`config.mk`:
```
export PLATFORM = sky130hd
export DESIGN_NAME = sram_port_ctrl
export DESIGN_NICKNAME = d
export VERILOG_FILES = /design/src/rtl/sram_port_pkg.sv /design/src/rtl/resp_fifo2.sv /design/src/rtl/sram_port_ctrl.sv
export SDC_FILE = /design/constraint.sdc
export NUM_CORES = 1
export LEC_CHECK = 0
export CORE_MARGIN = 2
export CORE_UTILIZATION = 42
export DETAILED_ROUTE_END_ITERATION = 16
export PLACE_DENSITY = 0.86
export SLEW_MARGIN = 10
export SYNTH_ARGS = -nofsm -noshare
export SYNTH_HDL_FRONTEND = slang
export SYNTH_SLANG_ARGS = --single-unit
export TNS_END_PERCENT = 50
```
`constraint.sdc`:
```
create_clock -name clk_i -period 6.5 [get_ports clk_i]
set_input_delay 1.625 -clock clk_i [delete_from_list [all_inputs] [get_ports clk_i]]
set_output_delay 1.625 -clock clk_i [all_outputs]
set_load 0.1 [all_outputs]
```
`src/rtl/sram_port_pkg.sv`:
```
// sram_port_pkg: shared types and default sizing for the SRAM port controller.
// Contents: controller FSM state enum, default macro geometry, response buffer depth.
// No logic; imported by sram_port_ctrl and resp_fifo2.
package sram_port_pkg;

  typedef enum logic [1:0] {
    INIT  = 2'd0,
    SCRUB = 2'd1,
    RUN   = 2'd2
  } state_e;

  localparam int SRAM_DEPTH  = 512;
  localparam int SRAM_ADDR_W = 9;
  localparam int SRAM_DATA_W = 64;
  localparam int SRAM_MASK_W = 8;

  // Response buffer depth; the read credit limit is tied to this value.
  localparam int RESP_DEPTH  = 2;
  localparam int RESP_CNT_W  = $clog2(RESP_DEPTH + 1);

endpackage

```
`src/rtl/resp_fifo2.sv`:
```
// resp_fifo2: 2-entry read-response buffer between the SRAM read port and the consumer.
// Latency: pushed data is visible at the head the cycle after the push.
// Backpressure: none internally; the caller's credit logic guarantees no push when full
//               unless a pop happens in the same cycle.
// Ports: clk_i/rst_i (async, active-high), push_i/push_data_i, pop_i, cnt_o (0..2), head_o.
module resp_fifo2
  import sram_port_pkg::*;
#(
  parameter int DATA_W = SRAM_DATA_W
) (
  input  logic                  clk_i,
  input  logic                  rst_i,
  input  logic                  push_i,
  input  logic [DATA_W-1:0]     push_data_i,
  input  logic                  pop_i,
  output logic [RESP_CNT_W-1:0] cnt_o,
  output logic [DATA_W-1:0]     head_o
);

  logic [DATA_W-1:0]     mem_q [RESP_DEPTH];
  logic                  rd_ptr_q;
  logic                  wr_ptr_q;
  logic [RESP_CNT_W-1:0] cnt_q;
  logic [RESP_CNT_W-1:0] cnt_d;

  always_comb begin
    cnt_d = cnt_q;
    if (push_i && !pop_i) begin
      cnt_d = cnt_q + RESP_CNT_W'(1);
    end else if (pop_i && !push_i) begin
      cnt_d = cnt_q - RESP_CNT_W'(1);
    end
  end

  always_ff @(posedge clk_i or posedge rst_i) begin
    if (rst_i) begin
      rd_ptr_q <= 1'b0;
      wr_ptr_q <= 1'b0;
      cnt_q    <= '0;
    end else begin
      if (push_i) wr_ptr_q <= ~wr_ptr_q;
      if (pop_i)  rd_ptr_q <= ~rd_ptr_q;
      cnt_q <= cnt_d;
    end
  end

  // Storage needs no reset: cnt_q qualifies every entry. When full, a push
  // overwrites the slot being popped in the same cycle, whose data has
  // already been consumed from head_o.
  always_ff @(posedge clk_i) begin
    if (push_i) mem_q[wr_ptr_q] <= push_data_i;
  end

  assign cnt_o  = cnt_q;
  assign head_o = mem_q[rd_ptr_q];

endmodule

```
`src/rtl/sram_port_ctrl.sv`:
```
// sram_port_ctrl: ready/valid front-end for a 1W/1R synchronous-read SRAM macro.
// Latency: write commits at the end of the fire cycle; read fires in N, resp_valid in N+2.
// Backpressure: reads stall (req_ready low) when 2 responses are buffered or owed; writes never stall.
// Ports: clk_i, rst_i (async, active-high); req_* request channel; resp_* response channel;
//        scrub_busy_o; W0_* SRAM write port; R0_* SRAM read port (R0_data_i valid the cycle after R0_en_o).
// Build option: SRAM_PORT_CTRL_SCRUB_EN zero-fills the array after reset before accepting traffic.
module sram_port_ctrl
  import sram_port_pkg::*;
#(
  parameter int DEPTH  = SRAM_DEPTH,
  parameter int ADDR_W = SRAM_ADDR_W,
  parameter int DATA_W = SRAM_DATA_W,
  parameter int MASK_W = SRAM_MASK_W
) (
  input  logic              clk_i,
  input  logic              rst_i,
  input  logic              req_valid_i,
  output logic              req_ready_o,
  input  logic              req_write_i,
  input  logic [ADDR_W-1:0] req_addr_i,
  input  logic [DATA_W-1:0] req_data_i,
  input  logic [MASK_W-1:0] req_mask_i,
  output logic              resp_valid_o,
  input  logic              resp_ready_i,
  output logic [DATA_W-1:0] resp_data_o,
  output logic              scrub_busy_o,
  output logic              W0_en_o,
  output logic [ADDR_W-1:0] W0_addr_o,
  output logic [DATA_W-1:0] W0_data_o,
  output logic [MASK_W-1:0] W0_mask_o,
  output logic              R0_en_o,
  output logic [ADDR_W-1:0] R0_addr_o,
  input  logic [DATA_W-1:0] R0_data_i
);

  if (($clog2(DEPTH) != ADDR_W) || ((DATA_W % MASK_W) != 0)) begin : g_cfg_err
    $error("sram_port_ctrl: ADDR_W must be clog2(DEPTH) and DATA_W a multiple of MASK_W");
  end

  state_e                state_q;
  logic                  inflight_q;
  logic                  inflight_d;
  logic [RESP_CNT_W-1:0] cnt;
  logic                  pop;
  logic                  read_ok;
  logic                  fire;

`ifdef SRAM_PORT_CTRL_SCRUB_EN
  localparam logic [ADDR_W-1:0] LAST_ADDR = ADDR_W'(DEPTH - 1);
  logic [ADDR_W-1:0] scrub_cnt_q;
  logic              scrub_busy_q;
`endif

  assign pop = resp_valid_o && resp_ready_i;

  // Buffered + owed responses, net of the one leaving this cycle, must leave
  // room for one more. Compared as cnt + inflight < RESP_DEPTH + pop so the
  // arithmetic never goes negative.
  assign read_ok = ({1'b0, cnt} + {{RESP_CNT_W{1'b0}}, inflight_q})
                   < ((RESP_CNT_W + 1)'(RESP_DEPTH) + {{RESP_CNT_W{1'b0}}, pop});

  assign req_ready_o = (state_q == RUN) && (req_write_i || read_ok);
  assign fire        = req_valid_i && req_ready_o;
  assign inflight_d  = fire && !req_write_i;

  always_ff @(posedge clk_i or posedge rst_i) begin
    if (rst_i) begin
      state_q      <= INIT;
      inflight_q   <= 1'b0;
`ifdef SRAM_PORT_CTRL_SCRUB_EN
      scrub_cnt_q  <= '0;
      scrub_busy_q <= 1'b0;
`endif
    end else begin
      inflight_q <= inflight_d;
      case (state_q)
`ifdef SRAM_PORT_CTRL_SCRUB_EN
        INIT: begin
          state_q      <= SCRUB;
          scrub_busy_q <= 1'b1;
        end
        SCRUB: begin
          if (scrub_cnt_q == LAST_ADDR) begin
            state_q      <= RUN;
            scrub_busy_q <= 1'b0;
          end else begin
            scrub_cnt_q <= scrub_cnt_q + ADDR_W'(1);
          end
        end
`else
        INIT:    state_q <= RUN;
`endif
        RUN:     state_q <= RUN;
        default: state_q <= INIT;
      endcase
    end
  end

  // Write port: request pass-through in RUN, overridden by the scrubber.
  always_comb begin
    W0_en_o   = fire && req_write_i;
    W0_addr_o = req_addr_i;
    W0_data_o = req_data_i;
    W0_mask_o = req_mask_i;
`ifdef SRAM_PORT_CTRL_SCRUB_EN
    if (state_q == SCRUB) begin
      W0_en_o   = 1'b1;
      W0_addr_o = scrub_cnt_q;
      W0_data_o = '0;
      W0_mask_o = '1;
    end
`endif
  end

  assign R0_en_o   = fire && !req_write_i;
  assign R0_addr_o = req_addr_i;

`ifdef SRAM_PORT_CTRL_SCRUB_EN
  assign scrub_busy_o = scrub_busy_q;
`else
  assign scrub_busy_o = 1'b0;
`endif

  // Macro read data is valid exactly one cycle after R0_en, i.e. while inflight_q is set.
  resp_fifo2 #(
    .DATA_W (DATA_W)
  ) u_resp_fifo (
    .clk_i       (clk_i),
    .rst_i       (rst_i),
    .push_i      (inflight_q),
    .push_data_i (R0_data_i),
    .pop_i       (pop),
    .cnt_o       (cnt),
    .head_o      (resp_data_o)
  );

  assign resp_valid_o = (cnt != '0);

endmodule

```
==> results.cfg, run 1 <==
[grt]
grt_pass1_wl_mm = 20.6
antenna_found_initial = 1
groute.usage.overall_pct = 20.9
first_global_vias = 3077
grt_max_degree = 42
grt_overflow = 0

[clock_tree]
postCtsSetupBuffers = 0
cts_tree = built
clkTransAtPathRegs_ns = 0.06
cts_root_buf = clkbuf_16
hold_buffers = 0
cts_inserted_buffers = 17
clock_latency_ns = 0.40
clk_path_buf_depth = 2
cts_sinks = 134
cts.htree.levels = 4
post_cts_resized = 0

[synth]
synth_flop_cell = edfxtp_1
netlist_area_um2 = 5620
ys_seq_area_share_pct = 71.1
yosysUniqueCellTypes = 21
synth_top_area_share_pct = 68.4
synth-edff-count = 128
synth-seq-cells = 134
ys_warn_count = 0
synth_area_leader_cell = edfxtp_1
synthMostInstantiatedCell = edfxtp_1
synthArstFlopShare_pct = 4.48
synthCells = 320
synth_area_leaders = edfxtp_1 68%, buf_4 12%, mux2_2 10%
syn-num-nets = 473
netlist_top_cells_count = 128 x edfxtp_1, 91 x buf_4, 52 x mux2_2
avgSynthCellArea_um2 = 17.6

[sta]
worst_slack_ns = 1.34
finClkSkew_ns = 0.00635
period_needed_ns = 5.16
tightest_slew_ns = 1.02
period_share_pct = 79.4
drv_slew = 0
maxSlewHeadroom_pct = 32.0
setup_tns_ns = 0
hold_viol = 0
rsz0062_at_grt = no
setup_violations = 0
fmax_mhz = 194

[worst_setup_path]
slowest_delay_ns = 1.15
path_cells = clkdlybuf4s50_1 > inv_1 > nor2_1 > clkdlybuf4s50_1
worstSetupPathType = input pin to primary output
crit_path_end_kind = primary output
ff2ff_path_depth = 2
critPathMostFrequentCell = clkdlybuf4s50_1
arrival_ns = 3.53
reg2reg_to = u_resp_fifo.mem_q[0][6]$_DFFE_PP_
r2r_slack_ns = 4.41
reg2reg_from = inflight_q$_DFF_PP0_
required_ns = 4.88
worst_path_max_delay_cell = clkdlybuf4s50_1
startpoint_type = input pin
cp_top_family = buffers and inverters
crit_fanout = 3
path_buf_inv = 3

[power]
irDropWorstVdd_mv = 0.380
p_leak_nw = 2.40
p_per_area_nw_per_um2 = 508
p_total_mw = 3.61

[detailed_routing]
drc = 0
drt_pass1_iterations = 4
ant_nets = 0
wire_per_inst_um = 26.3
num_vias = 2767
routed_wirelength_mm = 15.0
first_iter_violations = 105
viasPerCell = 4.85

[die]
die_y_um = 120
start_util_pct = 42.8
fp-row-count = 42
io_pins = 309
fp.coreArea_um2 = 13100
die_area_um2 = 14300
die_width_um = 120

[hold_path]
hold_depth = 1
hold_class = flop to flop
min_to = u_resp_fifo.wr_ptr_q$_DFFE_PP0P_
min-delay-start = inflight_q$_DFF_PP0_

[placed_design]
placed_area_um2 = 6510
routabilityCongestion = 0.819
dp_slack_ns = 1.34
post-dp-hpwl_mm = 11.6
portBuffers = 136

[flow_run]
cap_violations = 0

[finish]
area_growth_syn_to_layout_pct = 26.4
drive_gt1_share_pct = 23.2
fin_area_um2 = 7100
fin_util_pct = 54.1
nNetsFinal = 533

[status]
outcome = finished, final reports clean
## worst reg2reg max path: stages (launching register included)
cell and delay, ns:
dfrtp_1 0.44, nor2b_4 0.67, buf_4 0.59
## cell type report
cell class	instances	area, um2
inverters	3	11.3
well taps	176	220
flip-flops and latches	134	4000
repair buffers	139	1380
clock buffers	19	433
multi-input cells	85	905
fillers	1052	6040
diodes	1	2.50
clock inverters	13	156
## registers in the layout, indices dropped and copies added (netlist names)
register,count
inflight_q,1
state_q,1
u_resp_fifo.cnt_o,2
u_resp_fifo.mem_q,128
u_resp_fifo.rd_ptr_q,1
u_resp_fifo.wr_ptr_q,1
## worst max-delay path by stage
stage / end / slack [ns] / startpoint / cells after the start
5_1_grt: W0_en_o / 1.26 / req_write_i / 4
3_5_place_dp: W0_en_o / 1.34 / req_write_i / 4
3_3_place_gp: W0_en_o / 1.39 / req_write_i / 4
6_report: W0_en_o / 1.34 / req_write_i / 4
2_1_floorplan: req_ready_o / 1.39 / resp_ready_i / 3
4_1_cts: W0_en_o / 1.33 / req_write_i / 4
## per-layer routing
layer	GRT usage, %	share of wire [%]	vias up	routed length, um
met5	3.68	0.46	-	69
met1	16.5	27	1335	4040
met2	35.9	52	189	7770
li1	-	-	1201	-
met4	8.46	3.1	2	464
met3	17.9	18	40	2670
## cell families (layout without fill, tap and decap cells)
logic type,after synthesis,in the layout,synth area share (%)
buffers and inverters,101,174,13.0
other,2,3,0.134
and+or+nand+nor,7,7,0.690
AOI/OAI and AO/OA,4,4,0.846
DFF,134,134,71.1
adders and majority gates,3,3,0.668
xor gates and xnor gates,5,5,0.779
muxes,64,64,12.8
## power by group
part,switching (mW),leakage [nW],internal (mW),total [mW]
Combinational,1.15,0.892,0.415,1.57
Sequential,0.0815,1.23,1.02,1.10
Clock,0.341,0.280,0.601,0.942
Total,1.57,2.40,2.04,3.61
## layout by cell type, fill, tap and decap left out, drive strengths merged
cell           synthesis  layout
inv                    3       4
clkdlybuf4s50          0     134
a2111oi                1       1
nor2                   2       2
ha                     3       3
a31oi                  1       1
diode                  0       1
clkinv                 0       7
clkbuf                 0      19
bufinv                 0       3
xnor2                  2       2
mux2                  64      64
nor2b                  1       1
nand2                  1       1
xor2                   3       3
buf                   98       5
conb                   2       2
o21ai                  2       2
dfrtp                  6       6
edfxtp               128     128
and2                   1       1
or2                    2       2
clkinvlp               0       2
## metrics by stage
stage,instances,hold WS (ns)
after floorplan,320,0.455
after global placement,537,0.521
after detailed placement,537,0.535
after CTS,569,0.578
after global routing,570,0.595
final,570,0.572
No activity file was read; power rests on OpenSTA's default activity.
==> inputs of run 2 (changes only) <==
- CORE_UTILIZATION: 42 -> 39
- PLACE_DENSITY: 0.86 -> 0.81
- clock period: 6.5 -> 5.25 ns (I/O delays scaled with it)
==> run 2 against run 1 <==
Die area grew 7.4%. Via count grew 0.25%. Clock-buffer cell count shrank 2. Flip-flop and latch count is the same. Global-route usage shrank 3.7 points. Total power grew 22%. Critical path type is now flop to primary output. Largest power group unchanged.
==> results.cfg, run 2 (synthesis results as in run 1) <==
[finish]
fin_cells = 572
nNetsFinal = 533
area_growth_syn_to_layout_pct = 26.1
drive_gt1_share_pct = 24.2
top_register = u_resp_fifo.mem_q
layout_common_cells = 133 x clkdlybuf4s50_1, 128 x edfxtp_1, 52 x mux2_2
largest_register_ffs = 128
antenna_cells = 0
final_common_cell = clkdlybuf4s50_1

[clock_tree]
cts_tree = built
clkTransAtPathRegs_ns = 0.06
cts_inserted_buffers = 17
clk_path_buf_depth = 2
post_cts_resized = 0
cts_sinks = 134
hold_buffers = 0
postCtsSetupBuffers = 0
cts.htree.levels = 4
cts_root_buf = clkbuf_16
clock_latency_ns = 0.41

[grt]
grt_pass1_wl_mm = 18.4
grt_overflow = 0
grt_max_degree = 42
top_usage_layer = met2
first_global_vias = 2981
grt_use_met2_pct = 29.4
met3_usage_pct = 12.3
groute.usage.overall_pct = 17.2
grt_use_met1_pct = 15.8
antenna_found_initial = 0

[power]
p_total_mw = 4.42
irDropWorstVdd_mv = 0.428
p_per_area_nw_per_um2 = 624
p_leak_nw = 2.39

[worst_setup_path]
required_ns = 3.94
ff2ff_path_depth = 2
worstSetupPathType = flop to primary output
startpoint_type = flop
crit_fanout = 41
arrival_ns = 2.90
crit_path_end_kind = primary output

[sta]
drv_slew = 0
finClkSkew_ns = 0.0206
maxSlewHeadroom_pct = 30.2
setup_violations = 0
worst_slack_ns = 1.03
fin_hold_ws_ns = 0.541
fmax_mhz = 237
period_share_pct = 80.3
tightest_slew_ns = 1.04
setup_tns_ns = 0
period_needed_ns = 4.22
rsz0062_at_grt = no
hold_viol = 0

[flow_run]
cap_violations = 0

[placed_design]
place_inst = 541
post-dp-hpwl_mm = 10.6
dp_slack_ns = 1.09
portBuffers = 136
routabilityCongestion = 0.718

[die]
io_pins = 309
fp-row-count = 43
start_util_pct = 40.2
die_y_um = 124
die_width_um = 124
fp.coreArea_um2 = 14000
die_area_um2 = 15400

[detailed_routing]
ant_nets = 0
wire_per_inst_um = 24.4
routed_wirelength_mm = 14.0
drc = 0
viasPerCell = 4.85
drt_pass1_iterations = 4
first_iter_violations = 143
num_vias = 2774

[hold_path]
hold_class = flop to flop
hold_depth = 1

[status]
outcome = finished, final reports clean
[run 2: cell count changes in the layout (fill, tap and decap cells not counted)]
cell,delta
buf_12,+1
bufinv_16,-1
clkbuf_1,-2
clkdlybuf4s50_1,-1
clkinv_1,-2
clkinv_2,+4
clkinv_4,-2
clkinvlp_4,+2
diode_2,-1
[run 2: area by class of cell]
cell class              instances  area (um2)
clock buffers                  17         425
clock inverters                14         136
fillers                      1138        6900
inverters                       3        11.3
multi-input cells              85         905
flip-flops and latches        134        4000
well taps                     180         225
repair buffers                139        1390
[run 2: path summary, 6_finish.rpt]
path | to | startpoint | slack (ns)
hold reg to reg | u_resp_fifo.wr_ptr_q$_DFFE_PP0P_ | u_resp_fifo.wr_ptr_q$_DFFE_PP0P_ | 0.54
max in group asynchronous | u_resp_fifo.rd_ptr_q$_DFFE_PP0P_ | rst_i | 3.89
min in group asynchronous | state_q[1]$_DFF_PP0_ | rst_i | 1.13
setup reg to reg | u_resp_fifo.mem_q[0][23]$_DFFE_PP_ | inflight_q$_DFF_PP0_ | 3.13
hold / removal | u_resp_fifo.wr_ptr_q$_DFFE_PP0P_ | u_resp_fifo.wr_ptr_q$_DFFE_PP0P_ | 0.54
setup / recovery | resp_data_o[22] | u_resp_fifo.rd_ptr_q$_DFFE_PP0P_ | 1.03
[run 2: layer usage]
layer / wire length (um) / vias to the layer above
li1: - / 1204
met1: 4270 / 1338
met2: 7160 / 211
met3: 2250 / 21
met4: 295 / 0
met5: 0 / -
[run 2: power by group]
group          switching [mW]  internal, mW  leakage, nW
registers              0.0735          1.26         1.23
clock network           0.417         0.690        0.268
logic                    1.46         0.522        0.898
[run 2: critical path, cell delays in order, from the launching register on]
cell             delay (ns)
dfrtp_2                0.75
buf_12                 0.31
mux2_2                 0.22
clkdlybuf4s50_1        1.17
[run 2: per-stage QoR]
step	util, %	area (um2)
2_1_floorplan	-	5620
3_3_place_gp	46.6	6530
3_5_place_dp	46.6	6530
4_1_cts	50.7	7090
5_1_grt	50.7	7090
6_report	50.7	7090
==> inputs of run 3 (changes only) <==
- clock period: 5.25 -> 4.1 ns (I/O delays scaled with it)
==> run 3 against run 2 <==
Critical path depth is 2 higher. Clock skew is 0.013 ns lower. Sequential power is 26% higher. Sequential share of layout area is 0.96 points higher. Final area is 1.7% lower. Flip-flop and latch count stayed put. Wire length is 1.1% lower. Die area stayed put. Global-route usage is 0.11 points higher. Critical endpoint is now R0_en_o. Highest routed layer is now met5.
==> results.cfg, run 3 (synthesis results as in run 1) <==
[status]
outcome = finished, final reports clean

[worst_setup_path]
ff2ff_path_depth = 2
slowest_delay_ns = 0.49
path_buf_inv = 2
crit_path_end_kind = primary output
r2r_slack_ns = 2.07
path_cells = clkdlybuf4s50_1 > o21ai_2 > or2_4 > a2111oi_4 > buf_12
cp_top_family = buffers and inverters
reg2reg_to = u_resp_fifo.mem_q[1][3]$_DFFE_PP_
crit_fanout = 3
worst_path_max_delay_cell = clkdlybuf4s50_1
required_ns = 3.07
arrival_ns = 2.52
reg2reg_from = inflight_q$_DFF_PP0_
worstSetupPathType = input pin to primary output
startpoint_type = input pin

[detailed_routing]
ant_nets = 0
drc = 0
first_iter_violations = 128
num_vias = 2733
drt_pass1_iterations = 6
wire_per_inst_um = 24.1
viasPerCell = 4.76
routed_wirelength_mm = 13.8

[sta]
setup_violations = 0
finClkSkew_ns = 0.00751
period_share_pct = 86.5
setup_tns_ns = 0
period_needed_ns = 3.55
drv_slew = 0
tightest_slew_ns = 0.987
rsz0062_at_grt = no
fmax_mhz = 282
worst_slack_ns = 0.552
hold_viol = 0
maxSlewHeadroom_pct = 34.0

[clock_tree]
cts_sinks = 134
cts.htree.levels = 4
clk_path_buf_depth = 2
post_cts_resized = 0
postCtsSetupBuffers = 0
cts_root_buf = clkbuf_16
cts_inserted_buffers = 17
clkTransAtPathRegs_ns = 0.06
clock_latency_ns = 0.40
hold_buffers = 0
cts_tree = built

[finish]
fin_area_um2 = 6970
area_growth_syn_to_layout_pct = 24.0
layout_common_cells = 128 x edfxtp_1, 69 x clkdlybuf4s50_1, 68 x buf_4
top_register = u_resp_fifo.mem_q
drive_gt1_share_pct = 40.9
antenna_cells = 0
largest_register_ffs = 128
nNetsFinal = 534
final_common_cell = edfxtp_1

[grt]
grt_pass1_wl_mm = 18.5
groute.usage.overall_pct = 17.4
first_global_vias = 2950
antenna_found_initial = 0
grt_max_degree = 52
grt_overflow = 0

[hold_path]
hold_depth = 1
min_to = u_resp_fifo.wr_ptr_q$_DFFE_PP0P_
hold_class = flop to flop
min-delay-start = u_resp_fifo.wr_ptr_q$_DFFE_PP0P_

[power]
irDropWorstVdd_mv = 0.660
p_leak_nw = 2.46
p_per_area_nw_per_um2 = 806

[placed_design]
post-dp-hpwl_mm = 10.6
portBuffers = 136
routabilityCongestion = 0.728
placed_area_um2 = 6400
dp_slack_ns = 0.550

[die]
fp.coreArea_um2 = 14000
die_width_um = 124
die_area_um2 = 15400
die_y_um = 124
io_pins = 309
fp-row-count = 43
start_util_pct = 40.2

[flow_run]
cap_violations = 0
## run 3: cell count changes in the layout (fill, tap and decap cells not counted)
cell	previous run	this run
clkdlybuf4s50_1	133	69
buf_4	5	68
clkinv_2	5	0
inv_6	1	5
buf_12	1	3
clkinv_4	1	3
bufinv_16	2	1
clkbuf_1	0	1
clkinv_1	1	0
inv_8	0	1
## run 3: per-stage QoR
| stage | power, mW | instances | hold WS [ns] | util, % |
|---|---|---|---|---|
| floorplan | 4.12 | 320 | 0.455 | - |
| global placement | 4.20 | 542 | 0.521 | 45.7 |
| detailed placement | 4.23 | 542 | 0.534 | 45.7 |
| CTS | 5.67 | 574 | 0.545 | 49.8 |
| global route | 5.80 | 574 | 0.562 | 49.8 |
| finish | 5.62 | 574 | 0.537 | 49.8 |
## run 3: cell type report
cell class,instances,area [um2]
Fill cell,1141,7020
Sequential cell,134,4000
Timing Repair Buffer,140,1260
Multi-Input combinational cell,85,905
Clock buffer,18,429
Tap cell,180,225
Clock inverter,14,141
Inverter,3,11.3
## run 3: worst max-delay path by stage
| stage | start | endpoint | slack [ns] | depth (start not counted) |
|---|---|---|---|---|
| 2_1_floorplan | resp_ready_i | req_ready_o | 0.19 | 3 |
| 3_3_place_gp | resp_ready_i | R0_en_o | 0.61 | 5 |
| 3_5_place_dp | resp_ready_i | R0_en_o | 0.55 | 5 |
| 4_1_cts | resp_ready_i | R0_en_o | 0.55 | 5 |
| 5_1_grt | resp_ready_i | R0_en_o | 0.51 | 5 |
| 6_report | resp_ready_i | R0_en_o | 0.55 | 5 |
## run 3: worst register-to-register path: cells and delay by family, from the launching register on
family	cells	cell delay, ns
buffers and inverters	1	0.58
and+or+nand+nor	1	0.64
DFF	1	0.43
## run 3: power by group
part | internal [mW] | switching [mW]
clock | 0.849 | 0.585
sequential | 1.62 | 0.0748
combinational | 0.610 | 1.88
## run 3: metal layers
| layer | wire length (um) | up-vias | share of wire, % | GRT usage (%) |
|---|---|---|---|---|
| li1 | - | 1202 | - | - |
| met1 | 3960 | 1309 | 29 | 15.3 |
| met3 | 2220 | 25 | 16 | 12.2 |
| met2 | 7280 | 195 | 53 | 30.1 |
| met5 | 26 | - | 0.19 | 2.08 |
| met4 | 327 | 2 | 2.4 | 7.23 |
